==> src/rtl/uart_rx_deframer.sv <==
// Frame deframer behind a UART receiver: hunts SYNC/LEN/payload/CSUM frames,
// holds the payload until the XOR checksum verifies, then streams it out.
module uart_rx_deframer #(
    parameter int         MAX_LEN        = 16,
    parameter logic [7:0] SYNC           = 8'hA5,
    parameter int         TIMEOUT_CYCLES = 20000
) (
    input  logic       clk,
    input  logic       rst,
    input  logic [7:0] i_rx_byte,
    input  logic       i_rx_done,
    output logic [7:0] o_out_data,
    output logic       o_out_valid,
    input  logic       i_out_ready,
    output logic       o_out_last,
    output logic       o_frame_ok,
    output logic       o_frame_err,
    output logic [1:0] o_err_code,
    output logic       o_busy
);

    localparam int LW = $clog2(MAX_LEN + 1);
    localparam int TW = $clog2(TIMEOUT_CYCLES);
    localparam int AW = (MAX_LEN > 1) ? $clog2(MAX_LEN) : 1;

    localparam logic [1:0] ERR_TIMEOUT = 2'd0;
    localparam logic [1:0] ERR_BADLEN  = 2'd1;
    localparam logic [1:0] ERR_CSUM    = 2'd2;
    localparam logic [1:0] ERR_OVERRUN = 2'd3;

    typedef enum logic [2:0] {
        IDLE,
        LEN,
        PAYLOAD,
        CSUM,
        DRAIN
    } stateT;

    stateT            r_state;
    logic             r_rxDoneQ;
    logic [LW-1:0]    r_len;
    logic [LW-1:0]    r_idx;
    logic [LW-1:0]    r_rdIdx;
    logic [7:0]       r_csum;
    logic [TW-1:0]    r_tcnt;
    logic             r_frameOk;
    logic             r_frameErr;
    logic [1:0]       r_errCode;
    logic [7:0]       r_buf [MAX_LEN];

    logic             w_byteEvt;
    logic             w_counting;
    logic             w_timeoutHit;
    logic             w_rdLast;
    logic             w_bufWe;
    logic [AW-1:0]    w_wrAddr;
    logic [AW-1:0]    w_rdAddr;

    // rx_done is a level; only its rising edge is a byte.
    assign w_byteEvt    = i_rx_done & ~r_rxDoneQ;
    assign w_counting   = (r_state == LEN) || (r_state == PAYLOAD) || (r_state == CSUM);
    assign w_timeoutHit = w_counting && !w_byteEvt && (r_tcnt == TW'(TIMEOUT_CYCLES - 1));
    assign w_rdLast     = (r_rdIdx == r_len - LW'(1));
    assign w_bufWe      = (r_state == PAYLOAD) && w_byteEvt;
    assign w_wrAddr     = r_idx[AW-1:0];
    assign w_rdAddr     = r_rdIdx[AW-1:0];

    // Payload storage needs no reset; contents are only read after a full fill.
    always_ff @(posedge clk) begin
        if (w_bufWe) begin
            r_buf[w_wrAddr] <= i_rx_byte;
        end
    end

    always_ff @(posedge clk or posedge rst) begin
        if (rst) begin
            r_state    <= IDLE;
            r_rxDoneQ  <= 1'b1;
            r_len      <= '0;
            r_idx      <= '0;
            r_rdIdx    <= '0;
            r_csum     <= '0;
            r_tcnt     <= '0;
            r_frameOk  <= 1'b0;
            r_frameErr <= 1'b0;
            r_errCode  <= ERR_TIMEOUT;
        end else begin
            r_rxDoneQ  <= i_rx_done;
            r_frameOk  <= 1'b0;
            r_frameErr <= 1'b0;
            r_tcnt     <= (w_counting && !w_byteEvt) ? r_tcnt + TW'(1) : '0;

            case (r_state)
                IDLE: begin
                    if (w_byteEvt && (i_rx_byte == SYNC)) begin
                        r_state <= LEN;
                    end
                end
                LEN: begin
                    if (w_byteEvt) begin
                        if ((i_rx_byte == 8'd0) || (i_rx_byte > 8'(MAX_LEN))) begin
                            r_errCode  <= ERR_BADLEN;
                            r_frameErr <= 1'b1;
                            r_state    <= IDLE;
                        end else begin
                            r_len   <= i_rx_byte[LW-1:0];
                            r_csum  <= i_rx_byte;
                            r_idx   <= '0;
                            r_state <= PAYLOAD;
                        end
                    end
                end
                PAYLOAD: begin
                    if (w_byteEvt) begin
                        r_csum <= r_csum ^ i_rx_byte;
                        r_idx  <= r_idx + LW'(1);
                        if (r_idx == r_len - LW'(1)) begin
                            r_state <= CSUM;
                        end
                    end
                end
                CSUM: begin
                    if (w_byteEvt) begin
                        if (i_rx_byte == r_csum) begin
                            r_frameOk <= 1'b1;
                            r_rdIdx   <= '0;
                            r_state   <= DRAIN;
                        end else begin
                            r_errCode  <= ERR_CSUM;
                            r_frameErr <= 1'b1;
                            r_state    <= IDLE;
                        end
                    end
                end
                DRAIN: begin
                    if (i_out_ready) begin
                        if (w_rdLast) begin
                            r_state <= IDLE;
                        end else begin
                            r_rdIdx <= r_rdIdx + LW'(1);
                        end
                    end
                    // The receiver cannot be stalled, so a byte arriving now is lost.
                    if (w_byteEvt) begin
                        r_errCode  <= ERR_OVERRUN;
                        r_frameErr <= 1'b1;
                    end
                end
                default: r_state <= IDLE;
            endcase

            if (w_timeoutHit) begin
                r_errCode  <= ERR_TIMEOUT;
                r_frameErr <= 1'b1;
                r_state    <= IDLE;
            end
        end
    end

    assign o_out_valid = (r_state == DRAIN);
    assign o_out_last  = (r_state == DRAIN) && w_rdLast;
    assign o_out_data  = (r_state == DRAIN) ? r_buf[w_rdAddr] : 8'h00;
    assign o_busy      = (r_state != IDLE);
    assign o_frame_ok  = r_frameOk;
    assign o_frame_err = r_frameErr;
    assign o_err_code  = r_errCode;

endmodule

==> config.mk <==
export PLATFORM = sky130hd
export DESIGN_NAME = uart_rx_deframer
export DESIGN_NICKNAME = d
export VERILOG_FILES = /design/src/rtl/uart_rx_deframer.sv
export SDC_FILE = /design/constraint.sdc
export NUM_CORES = 1
export LEC_CHECK = 0
export CAP_MARGIN = 40
export CORE_ASPECT_RATIO = 0.75
export CORE_UTILIZATION = 65
export DETAILED_ROUTE_END_ITERATION = 7
export GPL_TIMING_DRIVEN = 0
export PLACE_DENSITY = 0.88
export SLEW_MARGIN = 15
export SYNTH_ARGS = -nofsm -noshare
export SYNTH_HDL_FRONTEND = slang
export SYNTH_SLANG_ARGS = --single-unit
==> constraint.sdc <==
create_clock -name clk -period 7.1 [get_ports clk]
set_input_delay 1.42 -clock clk [delete_from_list [all_inputs] [get_ports clk]]
set_output_delay 1.42 -clock clk [all_outputs]
set_load 0.01 [all_outputs]
==> reports/qor.json, run 1 <==
{
  "die_y_um": 95.1,
  "synth_flop_cell": "edfxtp_1",
  "cts-root-to-sink-buffers": 2,
  "max_slew_margin": 0.397,
  "synth_top_area_frac": 0.512,
  "grt_pass1_vias": 4500,
  "area_overhead_of_the_layout_relative_to_synthesis_pct": 14.4,
  "cp_cell_sequence": "clkbuf_1 > buf_1 > mux4_2 > mux4_2 > and2_1 > clkdlybuf4s50_1",
  "grt_remaining_overflow": 0,
  "synth-edff-count": 128,
  "cts_tree": "yes",
  "detail_route.first_pass.iterations": 5,
  "boundaryPins": 27,
  "clk_transition_reported_paths_ns": 0.06,
  "tightest_slew_ns": 0.901,
  "timing.critical_path.max_delay_family": "buffers and inverters",
  "placedInstanceArea_sq_mm": 0.00800,
  "layout.area.seq_sq_mm": 0.00500,
  "startpoint_type": "flip-flop",
  "finalWorstPathRequiredPeriod_ns": 4.91,
  "timing.rr.start": "r_state[2]",
  "multi_input_comb_area_sq_mm": 0.00235,
  "layout.nets": 544,
  "dp_hpwl_um": 10800,
  "crit_required_ns": 5.68,
  "gp_routability_congestion": 0.804,
  "critical_path.max_stage_delay_ns": 0.60,
  "power_leakage_uw": 0.00306,
  "synth.top_cells.by_count": "128 x edfxtp_1, 45 x dfrtp_1, 41 x nor2_1",
  "syn-mean-instance-area_sq_um": 15.9,
  "clkPwrFrac": 0.307,
  "synthDominantAreaCellType": "edfxtp_1",
  "arrival_ns": 3.49,
  "synth_area_leaders": "edfxtp_1 51%, dfrtp_1 15%, mux4_2 12%",
  "total_count_of_hold_check_failures_in_the_final_report": 0,
  "worstHoldStart": "r_tcnt[0]",
  "core.rowCount": 33,
  "hold_path.class": "reg2reg",
  "grt_first_pass_wirelength_um": 26200,
  "drcViolationCount": 0,
  "cts-buffers-inserted": 17,
  "post-layout-total-power_uw": 2770,
  "ant_nets": 0,
  "seq_area_frac_synth": 0.666,
  "postCtsSetupRepairBufs": 0,
  "drtIter0Drc": 568,
  "place.port_buffers": 26,
  "timing.final.max_slew_violations": 0,
  "via_count_normalized_by_instance_count": 6.76,
  "p_int_uw": 2000,
  "cts_root_buffer": "clkbuf_16",
  "number_of_instances_on_the_worst_hold_path": 1,
  "rsz0062_at_grt": "no",
  "hold-path-endpoint": "r_tcnt[0]",
  "vias": 4579,
  "fillCellCount": 593,
  "finClkSkew_ns": 0.0103,
  "cp_bufs_invs": 3,
  "netlist_area_sq_mm": 0.00750,
  "reg2reg_depth": 5,
  "clk-insertion-delay-late_ns": 0.42,
  "die-width_um": 126,
  "setup_viol": 0,
  "yosys_warnings": 0,
  "seq_power_share": 0.412,
  "design.core.area_sq_mm": 0.0111,
  "achievable-frequency_mhz": 204,
  "floorplan.initialDensity": 0.678,
  "drive_above_1_share": 0.182,
  "run_status": "complete, no violations",
  "final.period_utilization": 0.691,
  "synth_cells": 472,
  "cts.htree.levels": 4,
  "critical-path-top-cell-by-count": "mux4_2",
  "cts_sinks": 174,
  "synth_nets": 491,
  "power.density_cell_area_mw_per_mm2": 323,
  "floorplan.die_area_sq_mm": 0.0120,
  "critical-path-slowest-cell": "buf_1",
  "r2r_end": "r_buf[1][3]",
  "synth.lib_cells_used.distinct": 47,
  "netSwitchingPower_uw": 774,
  "async_flop_share": 0.264,
  "number_of_synthesized_register_bits": 174,
  "synth.most_common_cell": "edfxtp_1",
  "antenna_cells": 0,
  "netSwitchingFraction": 0.279,
  "timing.max_cap.violations": 0,
  "ff2ff_setup_slack_ns": 4.06,
  "cts_resized": 0,
  "cts_hold_repair.buffers": 0,
  "routedWlPerCell_um": 25.1,
  "totalWireLength_um": 17000,
  "postLayoutCellArea_sq_mm": 0.00858,
  "path_max_fanout": 10,
  "path_class": "reg2out",
  "worst_ir_drop_vdd_v": 0.000220,
  "grt_start_max_net_pins": 31,
  "finalSetupTns_ns": 0,
  "setup.worst_path.end_class": "output pin",
  "groute.usage.overall": 0.310,
  "initial_antenna_violation_count": 0,
  "share_comb_of_total_power": 0.281
}
cell type report:
type / count / area share
clock buffer: 20 / 0.0509
inverter: 12 / 0.00525
clock inverter: 11 / 0.0112
tap: 140 / 0.0204
timing repair buffer: 34 / 0.0421
buffer: 21 / 0.0140
sequential: 174 / 0.582
multi-input combinational: 265 / 0.274
power groups by stage:
| stage | clock (uW) | sequential, uW | combinational (uW) |
|---|---|---|---|
| floorplan | 0 | 1160 | 489 |
| global placement | 0 | 1160 | 724 |
| detailed placement | 0 | 1160 | 756 |
| CTS | 849 | 1140 | 773 |
| global route | 889 | 1140 | 823 |
| finish | 849 | 1140 | 779 |
cell families (layout without fill, tap and decap cells):
kind of cell             count (synthesis)  count (layout)  synth area share
flip-flops                             174             174             0.666
AND/OR/NAND/NOR                        130             130            0.0855
AO/OA/AOI/OAI                           46              46            0.0412
multiplexers                            46              46             0.130
XOR/XNOR                                36              36            0.0438
buffers and inverters                   33              98            0.0220
adder cells (fa/ha/maj)                  7               7            0.0117
sequential cells by signal (all words and copies together) (netlist names), 2 cells and up:
signal      cells
r_len           5
r_buf         128
o_err_code      2
r_csum          8
r_state         3
r_idx           5
r_tcnt         15
r_rdIdx         5
routing by layer:
metal | wire [um] | global-route usage | vias to the layer above | share of wire
li1 | - | - | 1923 | -
met1 | 6810 | 0.441 | 2326 | 0.40
met2 | 8370 | 0.516 | 299 | 0.49
met3 | 1570 | 0.0550 | 31 | 0.092
met4 | 241 | 0.0663 | 0 | 0.014
met5 | 0 | 0 | - | 0
placed cells by master, fill, tap and decap left out, types with 7 or more instances in the layout:
cell / synthesis / layout
nand3_1: 16 / 16
clkbuf_16: 0 / 17
clkdlybuf4s50_1: 0 / 26
xor2_1: 23 / 23
inv_1: 12 / 11
xnor2_1: 12 / 12
edfxtp_1: 128 / 128
dfrtp_1: 45 / 45
nand4_1: 9 / 9
nor3_1: 10 / 8
o21ai_0: 13 / 13
mux4_2: 40 / 40
a21oi_1: 13 / 13
clkbuf_1: 11 / 14
ha_1: 7 / 7
nand2_1: 20 / 20
nor2_1: 41 / 41
and2_1: 10 / 10
per-stage QoR:
stage / utilization / std cells / setup WS (ns) / hold slack [ns]
global route: 0.776 / 677 / 2.15 / 0.506
global placement: 0.718 / 638 / 2.82 / 0.470
CTS: 0.771 / 673 / 2.22 / 0.488
finish: 0.776 / 677 / 2.19 / 0.489
floorplan: - / 472 / 3.76 / 0.448
detailed placement: 0.723 / 642 / 2.70 / 0.480
worst max-delay path by stage:
stage | startpoint | endpoint | depth (start not counted)
after floorplan | r_rdIdx[1] | o_out_data[0] | 5
after global placement | i_rx_done | r_buf[0][7] | 6
after detailed placement | r_rdIdx[1] | o_out_data[2] | 6
after CTS | r_rdIdx[1] | o_out_data[2] | 6
after global routing | r_rdIdx[1] | o_out_data[2] | 6
final | r_rdIdx[1] | o_out_data[2] | 6
worst register-to-register path, stage by stage (launching register included):
cell and delay [ns]:
dfrtp_1 0.46, nor3b_1 0.74, and2_1 0.32, buf_2 0.25, nand2_1 0.21, nor3_2 0.69
No activity file was read; power rests on OpenSTA's default activity.
==> run 2: changes to the inputs <==
--- a/config.mk
+++ b/config.mk
@@ -7,10 +7,10 @@
 export LEC_CHECK = 0
 export CAP_MARGIN = 40
 export CORE_ASPECT_RATIO = 0.75
-export CORE_UTILIZATION = 65
+export CORE_UTILIZATION = 61
 export DETAILED_ROUTE_END_ITERATION = 7
 export GPL_TIMING_DRIVEN = 0
-export PLACE_DENSITY = 0.88
+export PLACE_DENSITY = 0.84
 export SLEW_MARGIN = 15
 export SYNTH_ARGS = -nofsm -noshare
 export SYNTH_HDL_FRONTEND = slang
==> constraint.sdc (replaced) <==
create_clock -name clk -period 4.6 [get_ports clk]
set_input_delay 0.92 -clock clk [delete_from_list [all_inputs] [get_ports clk]]
set_output_delay 0.92 -clock clk [all_outputs]
set_load 0.01 [all_outputs]
==> run 2 against run 1 <==
Net effect:
- non-clock buffer count up 4
- clock power up 65%
- via count down 1.2%
- global-route usage down 2.0 points
- critical path type unchanged
- highest routed layer is now met5
==> reports/qor.json, run 2 (synthesized netlist as in run 1, its figures left out) <==
{
  "power.density_cell_area": {"value": 499, "unit": "mW/mm^2", "change": "+55%"},
  "setup.worst_path.end_class": "output pin",
  "finalWorstPathRequiredPeriod_ns": 4.38,
  "fin_hold_ws": {"value": 0.503, "unit": "ns", "change": "+0.0135 ns"},
  "final.period_utilization": 0.952,
  "totalWireLength": {"value": 16800, "unit": "um", "change": "-1.4%"},
  "boundaryPins": {"value": 27, "change": "unchanged"},
  "gp_routability_congestion": {"value": 0.824, "change": "+2.5%"},
  "grt_remaining_overflow": {"value": 0, "change": "unchanged"},
  "cts.htree.levels": {"value": 4, "change": "unchanged"},
  "grt_pass1_vias": {"value": 4477, "change": "-0.51%"},
  "power_leakage": {"value": 0.00310, "unit": "uW", "change": "+1.4%"},
  "met2WireLength": {"value": 8050, "unit": "um", "change": "-3.9%"},
  "drtIter0Drc": {"value": 446, "change": "-21%"},
  "multi_input_comb_area": {"value": 0.00236, "unit": "sq mm", "change": "+0.43%"},
  "cp_cell_sequence": "clkbuf_1 > buf_1 > mux4_2 > mux4_2 > and2_1 > clkdlybuf4s50_1",
  "met3_wirelength": {"value": 1560, "unit": "um", "change": "-0.57%"},
  "timing.critical_path.max_delay_family": "buffers and inverters",
  "detail_route.first_pass.iterations": {"value": 5, "change": "unchanged"},
  "critical-path-slowest-cell": "buf_1",
  "cp_bufs_invs": {"value": 3, "change": "unchanged"},
  "routedWlPerCell": {"value": 23.8, "unit": "um", "change": "-5.2%"},
  "critical-path-top-cell-by-count": "mux4_2",
  "final_common_cell": "edfxtp_1",
  "run_status": "complete, no violations",
  "layout.nets": {"value": 548, "change": "+0.74%"},
  "layout.area.seq": {"value": 0.00500, "unit": "sq mm", "change": "unchanged"},
  "hold_path.class": "reg2reg",
  "max_slew_margin": {"value": 0.414, "change": "+0.0166"},
  "achievable-frequency_mhz": 228,
  "timing.max_cap.violations": {"value": 0, "change": "unchanged"},
  "vias": {"value": 4523, "change": "-1.2%"},
  "finClkSkew": {"value": 0.00589, "unit": "ns", "change": "-0.00440 ns"},
  "place.port_buffers": {"value": 26, "change": "unchanged"},
  "postLayoutCellArea": {"value": 0.00871, "unit": "sq mm", "change": "+1.4%"},
  "floorplan.initialDensity": {"value": 0.637, "change": "-0.0413"},
  "initial_antenna_violation_count": {"value": 1, "change": "+1"},
  "total_count_of_hold_check_failures_in_the_final_report": {"value": 0, "change": "unchanged"},
  "path_class": "reg2out",
  "path_max_fanout": {"value": 10, "change": "unchanged"},
  "clk-insertion-delay-late": {"value": 0.43, "unit": "ns", "change": "about the same"},
  "critical_path.max_stage_delay": {"value": 0.59, "unit": "ns", "change": "about the same"},
  "timing.final.max_slew_violations": {"value": 0, "change": "unchanged"},
  "clk_transition_reported_paths": {"value": 0.06, "unit": "ns", "change": "about the same"},
  "floorplan.die_area": {"value": 0.0128, "unit": "sq mm", "change": "+6.4%"},
  "postCtsSetupRepairBufs": {"value": 0, "change": "unchanged"},
  "grt_first_pass_wirelength": {"value": 25800, "unit": "um", "change": "-1.4%"},
  "cts_sinks": {"value": 174, "change": "unchanged"},
  "cts_tree": "yes",
  "rsz0062_at_grt": "no",
  "finalSetupTns": {"value": 0, "unit": "ns", "change": "unchanged"},
  "crit_required": {"value": 3.68, "unit": "ns", "change": "-2.00 ns"},
  "largest_register_ff_count": {"value": 128, "change": "unchanged"},
  "cts-buffers-inserted": {"value": 17, "change": "unchanged"},
  "core.rowCount": {"value": 34, "change": "+3.0%"},
  "top_regs": "r_buf x128, r_tcnt x15, r_csum x8",
  "cts-root-to-sink-buffers": {"value": 2, "change": "unchanged"},
  "arrival": {"value": 3.46, "unit": "ns", "change": "-0.03 ns"},
  "design.core.area": {"value": 0.0118, "unit": "sq mm", "change": "+6.5%"},
  "tightest_slew": {"value": 0.876, "unit": "ns", "change": "-0.0253 ns"},
  "area_overhead_of_the_layout_relative_to_synthesis_pct": 16.0,
  "worst_ir_drop_vdd": {"value": 0.000289, "unit": "V", "change": "+32%"},
  "groute.usage.overall": {"value": 0.290, "change": "-0.0199"},
  "met1_length": {"value": 6910, "unit": "um", "change": "+1.5%"},
  "die_y": {"value": 98.1, "unit": "um", "change": "+3.2%"},
  "cts_root_buffer": "clkbuf_16",
  "drive_above_1_share": {"value": 0.196, "change": "+0.0131"},
  "startpoint_type": "flip-flop",
  "antenna_cells": {"value": 0, "change": "unchanged"},
  "top_register_by_number_of_flip_flops": "r_buf",
  "cts_resized": {"value": 0, "change": "unchanged"},
  "grt_start_max_net_pins": {"value": 33, "change": "+6.5%"},
  "die-width": {"value": 130, "unit": "um", "change": "+3.2%"},
  "ant_nets": {"value": 0, "change": "unchanged"},
  "top_signal_layer_used": "met5",
  "final_cell_mix": "128 x edfxtp_1, 45 x dfrtp_1, 41 x nor2_1, 40 x mux4_2, 26 x clkdlybuf4s50_1",
  "post-layout-total-power": {"value": 4340, "unit": "uW", "change": "+57%"},
  "fillCellCount": {"value": 694, "change": "+17%"},
  "cts_hold_repair.buffers": {"value": 0, "change": "unchanged"},
  "placedInstanceArea": {"value": 0.00803, "unit": "sq mm", "change": "+0.44%"},
  "drcViolationCount": {"value": 0, "change": "unchanged"},
  "dp_hpwl": {"value": 10500, "unit": "um", "change": "-2.1%"},
  "via_count_normalized_by_instance_count": {"value": 6.42, "change": "-5.0%"},
  "setup_viol": {"value": 0, "change": "unchanged"}
}
## run 2: cell types whose count changed in the layout (fill, tap and decap cells not counted), sizes merged
cell      previous run  this run
bufinv               1         2
clkinv               8         6
buf                 18        22
clkbuf              31        28
inv                 12        14
clkinvlp             2         5
## run 2: worst paths after layout
kind | start | end | slack [ns] | cells past startpoint
setup / recovery | r_rdIdx[1] | o_out_data[6] | 0.22 | 6
hold / removal | r_tcnt[0] | r_tcnt[0] | 0.50 | 1
setup reg to reg | r_state[2] | r_buf[10][6] | 1.61 | 5
hold reg to reg | r_tcnt[0] | r_tcnt[0] | 0.50 | 1
max in group asynchronous | rst | r_rdIdx[0] | 3.35 | 3
min in group asynchronous | rst | r_csum[5] | 0.78 | 2
## run 2: area by class of cell
| class | count | area share |
|---|---|---|
| flip-flops and latches | 174 | 0.574 |
| clock buffers | 17 | 0.0489 |
| well taps | 162 | 0.0233 |
| multi-input cells | 265 | 0.271 |
| clock inverters | 15 | 0.0168 |
| plain buffers | 21 | 0.0138 |
| inverters | 12 | 0.00517 |
| repair buffers | 38 | 0.0468 |
## run 2: metal layers
layer  up-vias  GRT usage
li1       1926          -
met1      2311      0.426
met2       256      0.423
met3        28     0.0844
met4         2     0.0957
met5         -          0
## run 2: report_power, final
part | internal, uW | leakage, uW | switching [uW]
Sequential | 1720 | 0.00176 | 40.5
Combinational | 617 | 0.00108 | 566
Clock | 795 | 0.000264 | 601
## run 2: worst register-to-register path: cells and delay by family, from the launching register on
kind	cells	cell delay, ns
buffers and inverters	1	0.24
flip-flops	1	0.46
AND/OR/NAND/NOR	4	1.92
## run 2: stage by stage
| stage | util | cells | worst slack (ns) |
|---|---|---|---|
| 2_1_floorplan | - | 472 | 1.76 |
| 3_3_place_gp | 0.676 | 660 | 0.609 |
| 3_5_place_dp | 0.681 | 664 | 0.775 |
| 4_1_cts | 0.730 | 696 | 0.217 |
| 5_1_grt | 0.739 | 704 | 0.0875 |
| 6_report | 0.739 | 704 | 0.222 |
